**config.mk**
```make
export PLATFORM = sky130hd
export DESIGN_NAME = adc_spi_reader
export DESIGN_NICKNAME = d
export VERILOG_FILES = /design/src/rtl/adc_spi_reader.sv
export SDC_FILE = /design/constraint.sdc
export NUM_CORES = 1
export LEC_CHECK = 0
export ABC_AREA = 1
export BUFFER_PORTS_ARGS = -buffer_cell sky130_fd_sc_hd__buf_2
export CORE_MARGIN = 3
export CORE_UTILIZATION = 50
export CTS_CLUSTER_DIAMETER = 200
export DETAILED_ROUTE_END_ITERATION = 16
export PLACE_DENSITY = 0.71
export SYNTH_ARGS = -nofsm -noshare
export SYNTH_HDL_FRONTEND = slang
export SYNTH_SLANG_ARGS = --single-unit
```
**constraint.sdc**
```tcl
create_clock -name clk_i -period 1.5 [get_ports clk_i]
set_input_delay 0.3 -clock clk_i [delete_from_list [all_inputs] [get_ports clk_i]]
set_output_delay 0.3 -clock clk_i [all_outputs]
set_load 0.02 [all_outputs]
```
**src/rtl/adc_spi_reader.sv**
```systemverilog
// Serial ADC reader: clocks one conversion frame per request and averages
// 2^AVG_LOG2 good samples. A sample whose null bit is 1 is discarded.
module adc_spi_reader #(
   parameter int ADC_BITWIDTH = 8,
   parameter int SCLK_DIV     = 2,
   parameter int LEAD_BITS    = 3,
   parameter int AVG_LOG2     = 2
) (
   input  logic                    clk_i,
   input  logic                    rst_i,
   input  logic                    start_i,
   input  logic                    sdo_i,
   output logic                    cs_n_o,
   output logic                    sclk_o,
   output logic [ADC_BITWIDTH-1:0] ADC_value_o,
   output logic                    valid_o,
   output logic                    busy_o,
   output logic                    err_o
);
   localparam int NBITS = LEAD_BITS + ADC_BITWIDTH;
   localparam int ACC_W = ADC_BITWIDTH + AVG_LOG2;
   localparam int DIV_W = $clog2(SCLK_DIV + 1);
   localparam int BIT_W = $clog2(NBITS + 1);
   localparam int CNT_W = AVG_LOG2 + 1;

   typedef enum logic [1:0] {IDLE, SETUP, SHIFT, HOLD} state_t;

   state_t                   state_reg, state_next;
   logic [DIV_W-1:0]         div_reg, div_next;
   logic [BIT_W-1:0]         bit_reg, bit_next;
   logic                     high_reg, high_next;
   logic                     cs_n_reg, cs_n_next;
   logic                     sclk_reg, sclk_next;
   logic                     busy_reg, busy_next;
   logic                     valid_reg, valid_next;
   logic                     err_reg, err_next;
   logic                     null_reg, null_next;
   logic [ADC_BITWIDTH-1:0]  value_reg, value_next;
   logic [ADC_BITWIDTH-1:0]  shift_reg, shift_next;
   logic [ACC_W-1:0]         acc_reg, acc_next;
   logic [CNT_W-1:0]         count_reg, count_next;
   logic                     div_last;
   logic [ACC_W-1:0]         acc_sum;

   assign div_last = (div_reg == DIV_W'(SCLK_DIV - 1));
   assign acc_sum  = acc_reg + ACC_W'(shift_reg);

   always_comb begin
      state_next = state_reg;
      div_next   = div_reg;
      bit_next   = bit_reg;
      high_next  = high_reg;
      cs_n_next  = cs_n_reg;
      sclk_next  = sclk_reg;
      busy_next  = busy_reg;
      valid_next = 1'b0;
      err_next   = 1'b0;
      null_next  = null_reg;
      value_next = value_reg;
      shift_next = shift_reg;
      acc_next   = acc_reg;
      count_next = count_reg;
      case (state_reg)
         IDLE: begin
            if (start_i) begin
               state_next = SETUP;
               cs_n_next  = 1'b0;
               busy_next  = 1'b1;
               div_next   = '0;
            end
         end
         SETUP: begin
            if (div_last) begin
               state_next = SHIFT;
               div_next   = '0;
               bit_next   = '0;
               high_next  = 1'b0;
            end else begin
               div_next = div_reg + 1'b1;
            end
         end
         SHIFT: begin
            if (!div_last) begin
               div_next = div_reg + 1'b1;
            end else if (!high_reg) begin
               // sdo_i is captured on the same edge that raises sclk_o
               div_next  = '0;
               high_next = 1'b1;
               sclk_next = 1'b1;
               if (bit_reg == BIT_W'(LEAD_BITS - 1))
                  null_next = sdo_i;
               else if (bit_reg >= BIT_W'(LEAD_BITS))
                  shift_next = ADC_BITWIDTH'({shift_reg, sdo_i});
            end else begin
               div_next  = '0;
               high_next = 1'b0;
               sclk_next = 1'b0;
               if (bit_reg == BIT_W'(NBITS - 1)) begin
                  state_next = HOLD;
                  cs_n_next  = 1'b1;
                  if (null_reg) begin
                     err_next = 1'b1;
                  end else if (count_reg == CNT_W'((2 ** AVG_LOG2) - 1)) begin
                     value_next = ADC_BITWIDTH'(acc_sum >> AVG_LOG2);
                     valid_next = 1'b1;
                     acc_next   = '0;
                     count_next = '0;
                  end else begin
                     acc_next   = acc_sum;
                     count_next = count_reg + 1'b1;
                  end
               end else begin
                  bit_next = bit_reg + 1'b1;
               end
            end
         end
         HOLD: begin
            // A held start chains the next frame straight out of HOLD so the
            // chip-select gap stays exactly SCLK_DIV cycles.
            if (div_last) begin
               div_next = '0;
               if (start_i) begin
                  state_next = SETUP;
                  cs_n_next  = 1'b0;
               end else begin
                  state_next = IDLE;
                  busy_next  = 1'b0;
               end
            end else begin
               div_next = div_reg + 1'b1;
            end
         end
         default: state_next = IDLE;
      endcase
   end

   always_ff @(posedge clk_i) begin
      if (rst_i) begin
         state_reg <= IDLE;
         div_reg   <= '0;
         bit_reg   <= '0;
         high_reg  <= 1'b0;
         cs_n_reg  <= 1'b1;
         sclk_reg  <= 1'b0;
         busy_reg  <= 1'b0;
         valid_reg <= 1'b0;
         err_reg   <= 1'b0;
         null_reg  <= 1'b0;
         value_reg <= '0;
         shift_reg <= '0;
         acc_reg   <= '0;
         count_reg <= '0;
      end else begin
         state_reg <= state_next;
         div_reg   <= div_next;
         bit_reg   <= bit_next;
         high_reg  <= high_next;
         cs_n_reg  <= cs_n_next;
         sclk_reg  <= sclk_next;
         busy_reg  <= busy_next;
         valid_reg <= valid_next;
         err_reg   <= err_next;
         null_reg  <= null_next;
         value_reg <= value_next;
         shift_reg <= shift_next;
         acc_reg   <= acc_next;
         count_reg <= count_next;
      end
   end

   assign cs_n_o      = cs_n_reg;
   assign sclk_o      = sclk_reg;
   assign busy_o      = busy_reg;
   assign valid_o     = valid_reg;
   assign err_o       = err_reg;
   assign ADC_value_o = value_reg;

endmodule

```
==> flow_summary.ini <==
[outcome]
outcome = finished, violations left
violations = negative setup slack

[worst_hold_path]
hold-path-cell-count = 3
min_from = sdo_i
hold_path.class = in2reg
whs_endpoint = shift_reg[0]$_SDFFE_PP0P_

[pwr]
peakVddDrop_v = 0.00113
p_per_area_nw_per_um2 = 953
leakagePower_nw = 1.42

[place]
dp_slack_ns = -0.115
port_buffers = 16
dp.final_hpwl_um = 3750
globalplace.congestion = 0.871
place_area_um2 = 2630

[global_route]
grt-ovfl-total = 0
grt_start_max_net_pins = 14
grt_pass1_wl_um = 8870
grt_antenna_before_repair = 0
grt_usage_pct = 20.7
grt_pass1_vias = 1986

[sta]
period_needed_ns = 1.63
slew_headroom_pct = 76.7
setup_viol = 7
skew_ns = 0.00838
rsz0062_at_grt = true
setup_slack_ns = -0.128
fin_worst_hold_slack_ns = 0.276
min_period_over_period_pct = 109
max_slew.worst_pin.slew_ns = 0.349
hold_violations = 0
clock.fmax_ghz = 0.614
final-max-slew-violation-count = 0

[die]
rows = 24
initial_core_util_pct = 52.7
io_pins = 17
dieArea_um2 = 5510
die_w_um = 74.2
die_h_um = 74.2
core-area_um2 = 4410

[setup_path]
critical_path_class = reg2reg
reg2reg_slack_ns = -0.13
reg2reg_from = acc_reg[0]$_SDFFE_PP0P_
crit_slowest_cell = fa_2
ff2ff_path_depth = 10
end_kind = register
crit_buf_inv = 2
cp_top_family = adder cells
critical_path.cell_chain = ha_4 -> inv_2 -> fa_2 -> inv_2 -> nand3_2 -> nand3_4 -> xnor2_2 -> nor2_1 -> nand2_1 -> a21oi_1
critPathArrivalTime_ns = 1.81
critPathRequiredTime_ns = 1.68
startpoint_type = register
slowest_delay_ns = 0.37
path_max_fanout = 2
path_common_cell = inv_2
worst_r2r_endpoint = acc_reg[4]$_SDFFE_PP0P_

[cells_and_area]
n_antenna_cell = 0
layout_common_cells = 58 x nand2_1, 39 x nor2_1, 31 x dfxtp_1, 31 x buf_4, 29 x inv_1
regArea_um2 = 900
drive_gt1_share_pct = 38.2
area_delta_synth_final_pct = 36.4
multi_input_area_um2 = 1560
largest_reg_flops = 10
final_common_cell = nand2_1
final_cell_area_um2 = 3180
fillerInstances = 311
fin_nets = 399

[clocking]
tritoncts = built
max-clock-path-buffers = 2
htree_levels = 2
numCtsBuffers = 5
clock_latency_ns = 0.30
cts-root-buf = clkbuf_8
clock-sinks = 44
clk_pin_slew_ns = 0.08
holdBufCountCts = 0

[route]
drt_iter0_markers = 162
avgRoutedWirePerCell_um = 14.0
drc = 0
dr.pass1.iters = 4
vias = 2281
antenna_left = 0
totalWireLength_um = 6010
vias_per_cell = 5.32

[logic_synthesis]
ys_seq_elements = 44
syn_inst = 323
seq_area_frac_synth_pct = 37.8
yosysTopAreaCell = dfxtp_1
ys_async_sr_fraction_pct = 0
synth_top_area_share_pct = 37.8
yosys_warnings = 0
ys.flop_type = dfxtp_1
syn_area_per_cell_um2 = 7.21
synth_edf_count = 0
synth_area_leaders = dfxtp_1 38%, nand2_1 11%, ha_1 8.1%
synth_nets = 343
synth.cell_area_um2 = 2330
synthDistinctLibCells = 39

[flow_run]
drv_cap = 0
-- cell usage after synthesis (2+ instances only) --
cell type / instances
clkbuf_1: 4
ha_1: 15
nor2_4: 3
nor3_1: 5
dfxtp_1: 44
nand2_1: 67
nor2_2: 3
nor2_1: 43
xnor2_1: 2
nand2_2: 2
inv_1: 37
o21ai_0: 19
o21ai_1: 4
nand4_1: 3
inv_2: 6
o211ai_1: 5
a21oi_1: 23
nand3_1: 17
-- stage by stage --
stage	util [%]	instances	setup TNS [ns]	power [W]
6_report	71.9	429	-0.565	0.00303
5_1_grt	71.9	429	-1.71	0.00320
4_1_cts	64.3	415	-0.176	0.00273
3_5_place_dp	59.6	407	-0.550	0.00203
3_3_place_gp	59.6	407	-0.248	0.00201
2_1_floorplan	-	323	-0.0121	0.00182
-- worst max-delay path by stage --
stage                     slack (ns)  depth (start not counted)                 startpoint                     endpoint
after floorplan                -0.01                         13    acc_reg[0]$_SDFFE_PP0P_  ADC_value_o[6]$_SDFFE_PP0P_
after global placement         -0.07                         10    acc_reg[0]$_SDFFE_PP0P_      acc_reg[4]$_SDFFE_PP0P_
after detailed placement       -0.11                         10    acc_reg[0]$_SDFFE_PP0P_      acc_reg[4]$_SDFFE_PP0P_
after CTS                      -0.06                         13  shift_reg[0]$_SDFFE_PP0P_  ADC_value_o[6]$_SDFFE_PP0P_
after global routing           -0.21                         11  shift_reg[0]$_SDFFE_PP0P_  ADC_value_o[4]$_SDFFE_PP0P_
final                          -0.13                         10    acc_reg[0]$_SDFFE_PP0P_      acc_reg[4]$_SDFFE_PP0P_
-- report_power, final --
group	switching [W]	total, W	internal [W]
registers	0.0000659	0.00132	0.00125
clock network	0.000385	0.000686	0.000301
logic	0.000581	0.00102	0.000443
-- per-layer routing --
metal,vias to the layer above,track usage (%),routed length [µm]
met2,58,32.0,2840
met4,0,8.50,96
met5,-,0,0
met3,11,3.24,243
li1,1157,-,-
met1,1055,28.8,2830
-- timing repair --
action | CTS | global route
setup buffers | 3 | 12
cloned | 0 | 3
endpoints found under the setup margin | 22 | 35
gates resized for setup | 23 | 60
endpoints found under the hold margin | 0 | 0
pin swaps | 8 | 17
-- cells by family (layout without fill, tap and decap cells) --
group,count (synthesis),after routing,share of synthesized area [%]
XOR/XNOR,3,3,1.13
adder cells (fa/ha/maj),16,16,8.92
buffers and inverters,51,103,9.08
flip-flops,44,44,37.8
AO/OA/AOI/OAI,60,60,14.6
AND/OR/NAND/NOR,149,151,28.5
-- worst min-delay path: stages --
cell and delay (ns):
buf_2 0.10, inv_1 0.07, a21oi_1 0.06
-- final cells by class --
cell class | count | area share [%]
timing repair inverter | 1 | 0.236
sequential | 44 | 28.3
clock buffer | 5 | 2.17
inverter | 45 | 6.11
tap | 52 | 2.05
multi-input combinational | 230 | 49.1
timing repair buffer | 52 | 12.0
Note: power is estimated with default switching activity, not from simulation.
